==> src/rtl/pipe_fetch.sv <==
// pipe_fetch: instruction-fetch stage. Owns the PC and the synchronous
// instruction-memory port, and presents the fetched word with its PC and PC+4
// to ID. Redirects on a taken EX branch or an ID jump, and holds the fetched
// word across load-use stalls.
//
// Ports:
//   Clk, Reset_n          clock (rising edge) and synchronous active-low reset
//   Stall                 freeze PC and IF output (hazard unit)
//   IF_ID_Flush           kill the word currently presented on IF_Instruction
//   EX_PC_Branch/_target  taken branch resolved in EX and its target
//   ID_Jump/_target       jump decoded in ID and its target
//   Imem_addr, Imem_rd_en instruction-memory request (data returns next cycle)
//   Imem_rdata            instruction-memory read data
//   IF_Instruction, IF_PC, IF_PC_plus4, IF_Valid   fetched slot to ID
//   Misalign_err          one-cycle pulse: redirect target was not word aligned
module pipe_fetch #(
  parameter logic [31:0] RESET_PC  = 32'h0000_0000,
  parameter logic [31:0] NOP_INSTR = 32'h0000_0013
) (
  input  logic        Clk,
  input  logic        Reset_n,
  input  logic        Stall,
  input  logic        IF_ID_Flush,
  input  logic        EX_PC_Branch,
  input  logic [31:0] EX_Branch_target,
  input  logic        ID_Jump,
  input  logic [31:0] ID_Jump_target,
  output logic [31:0] Imem_addr,
  output logic        Imem_rd_en,
  input  logic [31:0] Imem_rdata,
  output logic [31:0] IF_Instruction,
  output logic [31:0] IF_PC,
  output logic [31:0] IF_PC_plus4,
  output logic        IF_Valid,
  output logic        Misalign_err
);

  localparam int unsigned XLEN = 32;

  typedef enum logic [1:0] {
    BOOT = 2'd0,
    RUN  = 2'd1,
    HOLD = 2'd2
  } state_t;

  state_t            state, state_nxt;
  logic [XLEN-1:0]   fetch_pc;
  logic [XLEN-1:0]   inflight_pc;
  logic              inflight_valid;
  logic [XLEN-1:0]   hold_instr;
  logic              hold_valid;

  logic              redirect;
  logic              advance;
  logic [XLEN-1:0]   redir_target;
  logic [XLEN-1:0]   raw_instr;
  logic              kill;

  // Redirect selection: branch in EX is older than jump in ID, so it wins.
  always_comb begin
    redirect     = EX_PC_Branch | ID_Jump;
    redir_target = EX_PC_Branch ? EX_Branch_target : ID_Jump_target;
    advance      = redirect | ~Stall;
  end

  // State register.
  always_ff @(posedge Clk) begin
    if (!Reset_n) state <= BOOT;
    else          state <= state_nxt;
  end

  // Next-state logic.
  always_comb begin
    state_nxt = state;
    case (state)
      BOOT:    state_nxt = RUN;
      RUN:     if (Stall && !redirect) state_nxt = HOLD;
      HOLD:    if (!Stall || redirect) state_nxt = RUN;
      default: state_nxt = BOOT;
    endcase
  end

  // Output logic: killed slots become NOP; during HOLD the captured word is
  // replayed because memory data is undefined while the strobe is low.
  always_comb begin
    raw_instr      = hold_valid ? hold_instr : Imem_rdata;
    kill           = ~Reset_n | ~inflight_valid | IF_ID_Flush | (state == BOOT);
    IF_Instruction = kill ? NOP_INSTR : raw_instr;
    IF_Valid       = ~kill;
    IF_PC          = inflight_pc;
    IF_PC_plus4    = inflight_pc + XLEN'(4);
    Imem_addr      = fetch_pc;
    Imem_rd_en     = Reset_n & ~Stall;
  end

  // PC, in-flight slot tracking and misalignment pulse.
  always_ff @(posedge Clk) begin
    if (!Reset_n) begin
      fetch_pc       <= RESET_PC;
      inflight_pc    <= RESET_PC;
      inflight_valid <= 1'b0;
      Misalign_err   <= 1'b0;
    end else begin
      Misalign_err <= redirect & (redir_target[1:0] != 2'b00);
      if (redirect)    fetch_pc <= {redir_target[XLEN-1:2], 2'b00};
      else if (!Stall) fetch_pc <= fetch_pc + XLEN'(4);
      if (advance) begin
        inflight_pc    <= fetch_pc;
        // Word fetched alongside a redirect is wrong-path.
        inflight_valid <= ~redirect;
      end
    end
  end

  // Stall capture: grab the presented word on entry to HOLD, drop it on exit.
  always_ff @(posedge Clk) begin
    if (!Reset_n) begin
      hold_instr <= NOP_INSTR;
      hold_valid <= 1'b0;
    end else if (state == RUN && state_nxt == HOLD) begin
      hold_instr <= Imem_rdata;
      hold_valid <= 1'b1;
    end else if (state == HOLD && state_nxt == RUN) begin
      hold_valid <= 1'b0;
    end
  end

endmodule

==> config.mk <==
export PLATFORM = sky130hd
export DESIGN_NAME = pipe_fetch
export DESIGN_NICKNAME = d
export VERILOG_FILES = /design/src/rtl/pipe_fetch.sv
export SDC_FILE = /design/constraint.sdc
export NUM_CORES = 1
export LEC_CHECK = 0
export BUFFER_PORTS_ARGS = -buffer_cell sky130_fd_sc_hd__buf_2
export CORE_MARGIN = 1.5
export CORE_UTILIZATION = 35
export DETAILED_ROUTE_END_ITERATION = 6
export GPL_TIMING_DRIVEN = 0
export PLACE_DENSITY_LB_ADDON = 0.2
export SLEW_MARGIN = 10
export SYNTH_ARGS = -nofsm -noshare
export SYNTH_HDL_FRONTEND = slang
export SYNTH_SLANG_ARGS = --single-unit
==> constraint.sdc <==
create_clock -name Clk -period 1.8 [get_ports Clk]
set_clock_uncertainty 0.05 [all_clocks]
set_input_delay 0.09 -clock Clk [delete_from_list [all_inputs] [get_ports Clk]]
set_output_delay 0.09 -clock Clk [all_outputs]
set_load 0.01 [all_outputs]
# Word level (Yosys, flattened, before mapping)

Index checks and enable logic that the tools add are counted.

Register bits after elaboration: 101
Input port bits: 102
Logic and storage cells: 47

Add/subtract/negate cells: 2
Equal/unequal tests: 5
Mux-type cells: 10
Bitwise gates (word level): 12
Reduce and logical (&&, ||, !) cells: 10

Operators with widths:

| kind                    | count |
|---|---|
| $mux W32                | 5 |
| $add A32 B3 Y32 const B | 2 |
| $pmux W2 S3             | 1 |
| $not A1 Y1              | 5 |
| $or A1 B1 Y1            | 5 |
| $eq A2 B1 Y1 const B    | 2 |
| $eq A2 B2 Y1 const B    | 2 |
| $mux W2                 | 2 |
| $reduce_bool A2 Y1      | 2 |
| $logic_and A1 B1 Y1     | 3 |
| $and A1 B1 Y1           | 2 |
| $logic_not A1 Y1        | 2 |
| $logic_not A2 Y1        | 1 |
| $mux W1                 | 2 |
| $ne A2 B1 Y1 const B    | 1 |
| $reduce_or A2 Y1        | 1 |
| $logic_or A1 B1 Y1      | 1 |

# Longest topological paths before layout

Gate-level depths: netlist of run 1.

Depth in word-level cells: 9
Mapped depth: 7
Gate-level depth less buffers: 6

# Worst setup path after synthesis of run 1

Ideal clock, no wire load.

Path kind: reg-to-reg
Start: register fetch_pc[7] (netlist: Imem_addr[7])
End: register fetch_pc[27] (netlist: Imem_addr[27])
Arrival time: 1,890 ps
Required time: 1,628 ps
Slack: -261 ps
Cell stages (with the launch flop): 8
Buffers on the path: 2
Period minus slack after synthesis: 2,061 ps
Path through: dfxtp_1 buf_2 nand4_1 or4_1 buf_2 o41a_1 o21ai_1 a21oi_1

Longest elaborated chain between the ends: 3

Ends and longest elaborated chain:

| element                  | RTL line | RTL |
|---|---|---|
| start: declaration       | 47       | `logic [XLEN-1:0] fetch_pc;` |
| start signal: assignment | 105      | `if (redirect) fetch_pc <= {redir_target[XLEN-1:2], 2'b00};` |
| start signal: assignment | 106      | `else if (!Stall) fetch_pc <= fetch_pc + XLEN'(4);` |
| $add A32 B3 Y32          | 106      |  |
| $mux W32                 | 106      |  |
| $mux W32                 | 105      |  |

No other way between the ends. The select of a mux whose other input is x is not followed.
A chain may end at the register's enable or synchronous reset.

# Worst setup path after layout of run 1

Start: register inflight_pc[17] (netlist: IF_PC[17])
End: output IF_PC_plus4[30]

Longest elaborated chain between the ends: 1

Ends and longest elaborated chain:

| element                  | RTL line | RTL |
|---|---|---|
| start: declaration       | 48       | `logic [XLEN-1:0] inflight_pc;` |
| start signal: assignment | 108      | `inflight_pc <= fetch_pc;` |
| $add A32 B3 Y32          | 91       | `IF_PC_plus4 = inflight_pc + XLEN'(4);` |
| end: declaration         | 33       | `output logic [31:0] IF_PC_plus4,` |

No other way between the ends.

==> out/metrics.csv, run 1 <==
stage,metric,value,unit
setup_path,crit end category,primary output,
routing,WL met2,10600,um
clock_network,Worst-Skew Late Latency,0.35,ns
finish,nets,1234,
finish,design area,0.00949,mm2
logic_synthesis,sequential fraction of the synthesis area,33.7,%
sta,Max Clock Freq,456,MHz
clock_network,CTS Buf Count,9,
floorplan,effective utilization at floorplan,36.0,%
routing,top routing layer in use,met5,
routing,vias,6909,
floorplan,row count,46,
setup_path,Critical Path Fanout Max,4,
logic_synthesis,Main synth FF type,dfxtp_1,
global_route,largest net degree at the start of global routing,15,
power_and_ir_drop,VDD IR max,390,uV
floorplan,die area,0.0172,mm2
setup_path,Worst Path Arrival,2.05,ns
floorplan,Die W,131,um
routing,DRC,0,
sta,"Worst Setup Slack, final",-0.391,ns
logic_synthesis,"Distinct cells, synth",60,
clock_network,Num Clock Sinks,97,
setup_path,Critical Path RT,1.66,ns
sta,final hold vios,0,
routing,M1 wire length,10000,um
clock_network,CTS tree,done,
logic_synthesis,Async SR Flop Fraction,0,%
sta,Final Slew Violations,0,
global_route,first-pass GRT wire length,33700,um
finish,# diodes,0,
floorplan,die height,131,um
global_route,gr usage total,24.4,%
logic_synthesis,#FFs+latches synth,97,
routing,met3 wire length,1480,um
logic_synthesis,Mean Syn Cell Area,7.45,um2
routing,initial detailed-routing violation count,432,
hold_path,class of the most critical hold timing path,in -> reg,
power_and_ir_drop,Pwr Density,568,mW/mm2
logic_synthesis,Yosys warnings,0,
finish,Layout area overhead,64.7,%
sta,Slew @ Worst Pin,0.818,ns
finish,most common library cell in the layout ignoring fill and taps,buf_2,
floorplan,Core ar.,0.0160,mm2
status,failing checks,setup timing,
run,Max-Cap Viols,0,
routing,Via density,5.11,
logic_synthesis,post-synthesis cell count,773,
global_route,vias in the first global route,6296,
finish,share of post-route cells with drive strength above 1,42.6,%
clock_network,Max H-tree Level,3,
sta,final setup vio count,33,
global_route,GRT overflow,0,
setup_path,CP startpoint kind,flip-flop,
place,pre-CTS WS,-0.610,ns
routing,1st-pass router iterations,6,
finish,most frequent cells in the layout,"buf_2, nand2_1, buf_4",
sta,RSZ-0062 raised after global routing,true,
floorplan,top-level port count,233,
power_and_ir_drop,Leakage,4.12,nW
clock_network,"Clk pin slew, worst setup/hold paths",0.07,ns
place,Final HPWL DP,15500,um
clock_network,CTS Buffer Depth,2,
place,Port Buffers,225,
status,run status,"complete, but fails checks",
routing,Routed wire per std cell,16.7,um
sta,relative slew slack,45.4,%
sta,final worst-path cycle share,122,%
clock_network,Root Driver,clkbuf_16,
setup_path,crit path kind,reg -> out,
routing,Post-DRT Antenna Nets,0,
place,Area after DPL,0.00729,mm2
logic_synthesis,Post-synth EDFFs,0,
setup_path,worst reg-to-reg setup slack,-0.16,ns
global_route,initial antenna violation count,2,
place,routability cong.,0.833,
sta,post-layout minimum cycle time,2.19,ns
routing,Routed WL,22600,um
logic_synthesis,Post-Syn Area,0.00576,mm2
==> critical path, stage by stage (launching register included) <==
cell and delay [ns]:
dfxtp_4 0.34, and4_4 0.24, nand3_4 0.08, or4_4 0.63, nor2_2 0.13, xnor2_1 0.13
buf_2 0.15
==> final cells by class <==
class                      instances  area [um2]
fill                            1486        6510
timing repair buffer             347        2360
multi-input combinational        605        4120
clock buffer                      13         260
clock inverter                     3        15.0
tap                              216         270
inverter                          15        68.8
buffer                            55         309
sequential                        97        2090
==> metal layers <==
layer | vias up | GRT usage [%]
met5 | - | 0
met4 | 4 | 6.67
met3 | 37 | 5.44
met2 | 265 | 39.8
met1 | 3211 | 32.5
li1 | 3392 | -
==> report_power, final <==
group / switching (mW) / leakage, nW / total (mW) / internal (mW)
clock: 0.851 / 0.139 / 1.86 / 1.01
sequential: 0.132 / 0.821 / 2.37 / 2.24
combinational: 0.612 / 3.16 / 1.16 / 0.547
==> through the flow <==
| step | total power [mW] | util, % | cells | hold slack, ns | TNS, ns |
|---|---|---|---|---|---|
| after CTS | 5.31 | 54.7 | 1327 | 0.0104 | -4.52 |
| after detailed placement | 3.35 | 45.6 | 1219 | 0.274 | -33.79 |
| after global routing | 5.61 | 59.3 | 1351 | 0.00246 | -8.93 |
| final | 5.39 | 59.3 | 1351 | 0.00350 | -5.53 |
| after global placement | 3.34 | 45.6 | 1219 | 0.267 | -34.73 |
| after floorplan | 2.94 | - | 778 | 0.164 | -0.643 |
==> logic make-up (layout without fill, tap and decap cells) <==
family	count (synthesis)	count (layout)	synth area share, %
AND/OR/NAND/NOR	329	329	26.4
AO/OA/AOI/OAI	199	199	22.7
flip-flops	97	97	33.7
buffers and inverters	76	433	5.43
multiplexers	35	35	6.08
XOR/XNOR	34	34	5.17
adder cells (fa/ha/maj)	2	2	0.434
other	1	6	0.0651
==> path summary, 6_finish.rpt <==
| path | from | end | cells after the start |
|---|---|---|---|
| worst max-delay path | IF_PC[17]$_SDFFE_PN0P_ | IF_PC_plus4[30] | 6 |
| worst min-delay path | ID_Jump_target[6] | Imem_addr[6]$_SDFFE_PN0P_ | 3 |
| worst max register to register | Imem_addr[2]$_SDFFE_PN0P_ | Imem_addr[30]$_SDFFE_PN0P_ | 7 |
| worst min register to register | hold_instr[12]$_SDFFE_PN0P_ | hold_instr[12]$_SDFFE_PN0P_ | 2 |
==> flip-flops by register name, indices dropped and copies added, names as in the netlist <==
register and cells:
inflight_valid 1, IF_PC 30, hold_valid 1, Imem_addr 30, state 2, hold_instr 32, Misalign_err 1
==> cell usage after synthesis (11+ instances only) <==
cell type / n / area [um2]
and3_1: 13 / 81.3
nand2_1: 177 / 664
a21oi_1: 52 / 260
xnor2_1: 18 / 158
inv_1: 15 / 56.3
nand3_1: 25 / 125
nor2_1: 48 / 180
mux2i_1: 35 / 350
clkbuf_1: 48 / 180
a21boi_1: 12 / 90.1
xor2_1: 16 / 140
dfxtp_1: 97 / 1940
a21boi_0: 50 / 375
nor3_1: 11 / 55.1
o21ai_0: 37 / 185
==> what timing repair did <==
action | CTS | global route
hold endpoints to repair | 42 | 0
pin swaps | 25 | 41
endpoints found under the setup margin | 127 | 87
gates cloned | 0 | 3
hold buffers | 44 | 0
gates resized for setup | 118 | 130
setup buffers | 53 | 23
No activity file was read; power rests on OpenSTA's default activity.
==> inputs of run 2 (changes only) <==
GPL_TIMING_DRIVEN = unset   (was 0)
REMOVE_ABC_BUFFERS = 1   (was unset)
==> run 2 against run 1 <==
  * The run still ends with setup timing left
  * Via count down 2.7%
  * Sequential share of layout area down 0.14 points
  * Non-clock buffer count down 11
  * Setup slack better by 0.061 ns
  * Global-route usage down 0.51 points
  * First-iteration DRC count down 25%
  * Register-to-register slack better by 0.03 ns
  * Count of clock-buffer cells in the layout down 4
  * Cell count down 0.96%
  * Combinational power about the same
  * Utilization down 2.3 points
  * Die area unchanged
  * Critical endpoint is now IF_PC_plus4[26]
  * Largest power group unchanged
  * Highest routed layer unchanged
==> out/metrics.csv, run 2 (same netlist as run 1, synthesis figures left out) <==
stage,metric,value,unit,change
setup_path,CP startpoint kind,flip-flop,,unchanged
clock_network,"Clk pin slew, worst setup/hold paths",0.07,ns,about the same
place,routability cong.,0.830,,was 0.833
routing,Post-DRT Antenna Nets,0,,unchanged
floorplan,die height,131,um,unchanged
routing,DRC,0,,unchanged
power_and_ir_drop,power share of the clock group,38.3,%,was 34.5%
sta,final hold vios,0,,unchanged
status,failing checks,setup timing,,unchanged
clock_network,Worst-Skew Late Latency,0.35,ns,about the same
routing,vias,6723,,was 6909
place,Post-Place Cells,1261,,was 1219
power_and_ir_drop,Psw,1.54,mW,was 1.60 mW
global_route,GRT overflow,0,,unchanged
clock_network,Root Driver,clkbuf_16,,unchanged
setup_path,Critical Path RT,1.66,ns,about the same
global_route,initial antenna violation count,1,,was 2
setup_path,worst reg-to-reg setup slack,-0.13,ns,was -0.16 ns
routing,Via density,5.02,,was 5.11
place,Port Buffers,226,,was 225
power_and_ir_drop,design internal power,4.17,mW,was 3.79 mW
setup_path,crit path kind,reg -> out,,unchanged
routing,M1 wire length,9640,um,was 10000 um
finish,Multi-input gate area,0.00386,mm2,was 0.00412 mm2
floorplan,Die W,131,um,unchanged
hold_path,class of the most critical hold timing path,in -> reg,,unchanged
clock_network,CTS Buf Count,9,,unchanged
power_and_ir_drop,VDD IR max,474,uV,was 390 uV
floorplan,Core ar.,0.0160,mm2,unchanged
routing,Routed wire per std cell,15.8,um,was 16.7 um
setup_path,CP Buf/Inv Count,1,,unchanged
setup_path,Worst Path Arrival,1.99,ns,was 2.05 ns
status,run status,"complete, but fails checks",,unchanged
sta,final setup vio count,25,,was 33
setup_path,crit end category,primary output,,unchanged
clock_network,CTS tree,done,,unchanged
finish,most common library cell in the layout ignoring fill and taps,buf_2,,unchanged
place,Final HPWL DP,14800,um,was 15500 um
setup_path,Max stage delay on crit path,0.61,ns,was 0.63 ns
run,Max-Cap Viols,0,,unchanged
power_and_ir_drop,Net Sw Frac,26.9,%,was 29.6%
sta,post-layout minimum cycle time,2.13,ns,was 2.19 ns
finish,max reg flops,32,,unchanged
power_and_ir_drop,Pwr Total,5.71,mW,was 5.39 mW
place,pre-CTS WS,-0.193,ns,was -0.610 ns
sta,Hold WS,0.0214,ns,was 0.00350 ns
power_and_ir_drop,Leakage,4.13,nW,was 4.12 nW
routing,met3 wire length,1420,um,was 1480 um
sta,RSZ-0062 raised after global routing,true,,unchanged
power_and_ir_drop,Pwr Density,626,mW/mm2,was 568 mW/mm2
place,Area after DPL,0.00776,mm2,was 0.00729 mm2
sta,Final Slew Violations,0,,unchanged
sta,setup TNS,-4.39,ns,was -5.53 ns
sta,"Worst Setup Slack, final",-0.330,ns,was -0.391 ns
global_route,largest net degree at the start of global routing,100,,was 15
finish,share of post-route cells with drive strength above 1,41.0,%,was 42.6%
finish,fin util,57.0,%,was 59.3%
finish,Fill cells,1486,,unchanged
routing,top routing layer in use,met5,,unchanged
finish,nets,1223,,was 1234
finish,Finished Layout Cells,1338,,was 1351
floorplan,top-level port count,233,,unchanged
finish,most frequent cells in the layout,"buf_2, nand2_1, buf_4",,unchanged
sta,final worst-path cycle share,118,%,was 122%
floorplan,row count,46,,unchanged
global_route,first-pass GRT wire length,33600,um,was 33700 um
global_route,gr usage total,23.9,%,was 24.4%
sta,Max Clock Freq,470,MHz,was 456 MHz
clock_network,Num Clock Sinks,97,,unchanged
routing,Routed WL,21100,um,was 22600 um
clock_network,CTS Buffer Depth,2,,unchanged
finish,register area,0.00199,mm2,was 0.00209 mm2
power_and_ir_drop,Flop pwr share,40.9,%,was 43.9%
setup_path,critical path's slowest cell,or4_4,,unchanged
finish,Biggest register,hold_instr,,unchanged
global_route,vias in the first global route,6335,,was 6296
floorplan,die area,0.0172,mm2,unchanged
setup_path,worst-path cell chain,and4_4 -> nand2_4 -> or4_4 -> nor2_2 -> xor2_1 -> buf_2,,was and4_4 -> nand3_4 -> or4_4 -> nor2_2 -> xnor2_1 -> buf_2
finish,# diodes,0,,unchanged
setup_path,Worst path top cell family by delay,simple AND/OR/NAND/NOR gates,,unchanged
floorplan,effective utilization at floorplan,36.0,%,unchanged
finish,Layout area overhead,58.4,%,was 64.7%
clock_network,Max H-tree Level,3,,unchanged
routing,1st-pass router iterations,5,,was 6
setup_path,Critical Path Fanout Max,4,,unchanged
routing,WL met2,9810,um,was 10600 um
power_and_ir_drop,Gate power share,20.8,%,was 21.5%
routing,initial detailed-routing violation count,325,,was 432
finish,design area,0.00913,mm2,was 0.00949 mm2
run 2: worst paths after layout:
kind | endpoint | cells past startpoint | startpoint
worst max-delay path | IF_PC_plus4[26] | 6 | IF_PC[7]$_SDFFE_PN0P_
worst min-delay path | Imem_addr[27]$_SDFFE_PN0P_ | 3 | EX_Branch_target[27]
worst max register to register | Imem_addr[22]$_SDFFE_PN0P_ | 6 | Imem_addr[2]$_SDFFE_PN0P_
worst min register to register | hold_instr[5]$_SDFFE_PN0P_ | 2 | hold_instr[5]$_SDFFE_PN0P_
run 2: layer usage:
layer / up-vias / track usage [%]
met5: - / 0
met4: 2 / 4.44
met3: 22 / 5.86
met2: 252 / 39.7
met1: 3085 / 31.7
li1: 3362 / -
run 2: timing repair:
item,in CTS,in global routing
hold buffers,46,0
setup buffers,11,6
endpoints found under the setup margin,62,50
resized for setup,65,55
cloned,1,0
pin swaps,25,35
endpoints found under the hold margin,44,0
run 2: power by group through the flow:
| stage | clock [mW] | combinational [mW] | sequential, mW |
|---|---|---|---|
| floorplan | 0 | 0.385 | 2.47 |
| global route | 2.32 | 1.30 | 2.35 |
| finish | 2.19 | 1.19 | 2.34 |
| CTS | 2.24 | 1.17 | 2.33 |
| global placement | 0 | 1.07 | 2.37 |
| detailed placement | 0 | 1.07 | 2.37 |
run 2: final cells by class:
type,instances,area share (%)
clock buffers,9,2.47
clock inverters,5,1.17
inverters,15,0.617
multi-input cells,605,42.3
flip-flops and latches,97,21.8
well taps,216,2.96
repair buffers,391,28.6
run 2: worst min-delay path, stage by stage:
cell and delay, ns:
buf_2 0.07, o21ai_0 0.09, a21oi_1 0.13
==> inputs of run 3 (changes only) <==
CTS_BUF_LIST = sky130_fd_sc_hd__clkbuf_4 sky130_fd_sc_hd__clkbuf_8   (was unset)
==> run 3 against run 2 <==
  * Utilization rose by 2.9 points
  * Cell count rose by 1.3%
  * Critical path depth did not move
  * Power fell by 7.3%
  * Sequential share of layout area fell by 1.0 points
  * Design area rose by 5.2%
  * Critical path type unchanged
  * The run still ends with setup timing left
  * Critical endpoint unchanged
==> out/metrics.csv, run 3 (same netlist as run 1, synthesis figures left out) <==
stage,metric,value,unit,change
floorplan,row count,46,,unchanged
floorplan,top-level port count,233,,unchanged
place,routability cong.,0.830,,unchanged
place,Final HPWL DP,14800,um,unchanged
clock_network,CTS Buffer Depth,2,,unchanged
clock_network,Max H-tree Level,3,,unchanged
routing,vias,6961,,was 6723
global_route,initial antenna violation count,0,,was 1
floorplan,Core ar.,0.0160,mm2,unchanged
place,Port Buffers,226,,unchanged
sta,Max Clock Freq,462,MHz,was 470 MHz
setup_path,Worst Path Arrival,2.02,ns,was 1.99 ns
routing,Routed WL,22600,um,was 21100 um
setup_path,worst setup path endpoint,IF_PC_plus4[26],,unchanged
routing,initial detailed-routing violation count,333,,was 325
status,failing checks,setup timing,,unchanged
sta,"Worst Setup Slack, final",-0.364,ns,was -0.330 ns
setup_path,Max stage delay on crit path,0.63,ns,was 0.61 ns
global_route,gr usage total,24.0,%,was 23.9%
setup_path,Critical Path Fanout Max,4,,unchanged
sta,RSZ-0062 raised after global routing,true,,unchanged
finish,Biggest register,hold_instr,,unchanged
routing,Routed wire per std cell,16.7,um,was 15.8 um
setup_path,worst r2r src,Imem_addr[2]$_SDFFE_PN0P_,,unchanged
status,run status,"complete, but fails checks",,unchanged
setup_path,worst r2r path cells,6,,unchanged
setup_path,Worst setup startpoint,IF_PC[4]$_SDFFE_PN0P_,,was IF_PC[7]$_SDFFE_PN0P_
setup_path,crit path kind,reg -> out,,unchanged
clock_network,Root Driver,clkbuf_8,,was clkbuf_16
finish,share of post-route cells with drive strength above 1,44.6,%,was 41.0%
hold_path,class of the most critical hold timing path,in -> reg,,unchanged
clock_network,"Clk pin slew, worst setup/hold paths",0.09,ns,was 0.07 ns
clock_network,CTS Buf Count,9,,unchanged
routing,Via density,5.13,,was 5.02
finish,nets,1241,,was 1223
setup_path,r2r endpoint,Imem_addr[22]$_SDFFE_PN0P_,,unchanged
setup_path,Critical Path RT,1.66,ns,about the same
place,pre-CTS WS,-0.193,ns,unchanged
power_and_ir_drop,VDD IR max,440,uV,was 474 uV
setup_path,worst reg-to-reg setup slack,-0.12,ns,was -0.13 ns
floorplan,die height,131,um,unchanged
sta,Hold WS,0.0388,ns,was 0.0214 ns
run,Max-Cap Viols,0,,unchanged
sta,Final Slew Violations,0,,unchanged
setup_path,worst-path cell chain,and3_4 -> nand2_4 -> or4_4 -> nor2_2 -> xor2_1 -> buf_2,,was and4_4 -> nand2_4 -> or4_4 -> nor2_2 -> xor2_1 -> buf_2
global_route,GRT overflow,0,,unchanged
finish,most frequent cells in the layout,"buf_2, nand2_1, buf_4",,unchanged
finish,# diodes,0,,unchanged
sta,final setup vio count,30,,was 25
sta,setup TNS,-5.25,ns,was -4.39 ns
setup_path,critical path's slowest cell,or4_4,,unchanged
clock_network,Num Clock Sinks,97,,unchanged
sta,post-layout minimum cycle time,2.16,ns,was 2.13 ns
finish,most common library cell in the layout ignoring fill and taps,buf_2,,unchanged
routing,DRC,0,,unchanged
sta,final hold vios,0,,unchanged
global_route,vias in the first global route,6415,,was 6335
floorplan,effective utilization at floorplan,36.0,%,unchanged
global_route,first-pass GRT wire length,33700,um,was 33600 um
floorplan,die area,0.0172,mm2,unchanged
clock_network,Worst-Skew Late Latency,0.38,ns,was 0.35 ns
power_and_ir_drop,Leakage,4.29,nW,was 4.13 nW
floorplan,Die W,131,um,unchanged
routing,1st-pass router iterations,5,,unchanged
finish,Layout area overhead,66.6,%,was 58.4%
routing,Post-DRT Antenna Nets,0,,unchanged
sta,final worst-path cycle share,120,%,was 118%
clock_network,CTS tree,done,,unchanged
setup_path,CP startpoint kind,flip-flop,,unchanged
power_and_ir_drop,Pwr Density,551,mW/mm2,was 626 mW/mm2
global_route,largest net degree at the start of global routing,100,,unchanged
finish,max reg flops,32,,unchanged
setup_path,crit end category,primary output,,unchanged
## run 3: worst min path at each step
| stage | start | end | slack (ns) | cells past startpoint |
|---|---|---|---|---|
| 4_1_cts | ID_Jump_target[2] | Imem_addr[2]$_SDFFE_PN0P_ | 0.01 | 4 |
| 6_report | EX_Branch_target[3] | Imem_addr[3]$_SDFFE_PN0P_ | 0.04 | 3 |
| 3_5_place_dp | Imem_rdata[1] | hold_instr[1]$_SDFFE_PN1P_ | 0.27 | 3 |
| 5_1_grt | ID_Jump_target[2] | Imem_addr[2]$_SDFFE_PN0P_ | 0.03 | 4 |
| 2_1_floorplan | Reset_n | hold_instr[0]$_SDFFE_PN1P_ | 0.11 | 1 |
| 3_3_place_gp | Imem_rdata[0] | hold_instr[0]$_SDFFE_PN1P_ | 0.27 | 3 |
## run 3: layout make-up
cell class                 instances  area, um2
clock buffer                       9        124
clock inverter                     5        106
fill                            1399       6400
inverter                          15       68.8
multi-input combinational        605       4090
sequential                        97       2000
tap                              216        270
timing repair buffer             409       2950
## run 3: layer usage
layer	global-route usage, %	vias up	wire length [um]
li1	-	3400	-
met1	31.4	3265	10000
met2	40.5	273	10900
met3	5.56	23	1390
met4	4.44	0	346
met5	0	-	0
## run 3: metrics by stage
stage | power [mW] | cells | utilization [%] | area, um2
3_5_place_dp | 3.44 | 1261 | 48.5 | 7760
2_1_floorplan | 2.85 | 717 | - | 5520
4_1_cts | 5.26 | 1339 | 55.1 | 8810
5_1_grt | 5.54 | 1356 | 60.0 | 9600
6_report | 5.29 | 1356 | 60.0 | 9600
3_3_place_gp | 3.43 | 1261 | 48.5 | 7760
## run 3: power breakdown
part | total (mW) | internal [mW] | leakage (nW) | switching [mW]
Sequential | 2.34 | 2.26 | 0.808 | 0.0812
Combinational | 1.26 | 0.602 | 3.37 | 0.662
Clock | 1.69 | 0.910 | 0.111 | 0.782
## run 3: repair_timing
action                     4_1_cts  5_1_grt
cloned                           1        3
setup endpoints to repair       65       61
setup buffers                   14       14
gates resized for setup         72      142
pin swaps                       29       65
hold buffers                    50        0
hold endpoints to repair        47        0
## run 3: worst max-delay path: cells and delay by family, from the launching register on
family / cells / cell delay (ns)
DFF: 1 / 0.34
xor gates and xnor gates: 1 / 0.14
buffers and inverters: 1 / 0.14
and+or+nand+nor: 4 / 1.04
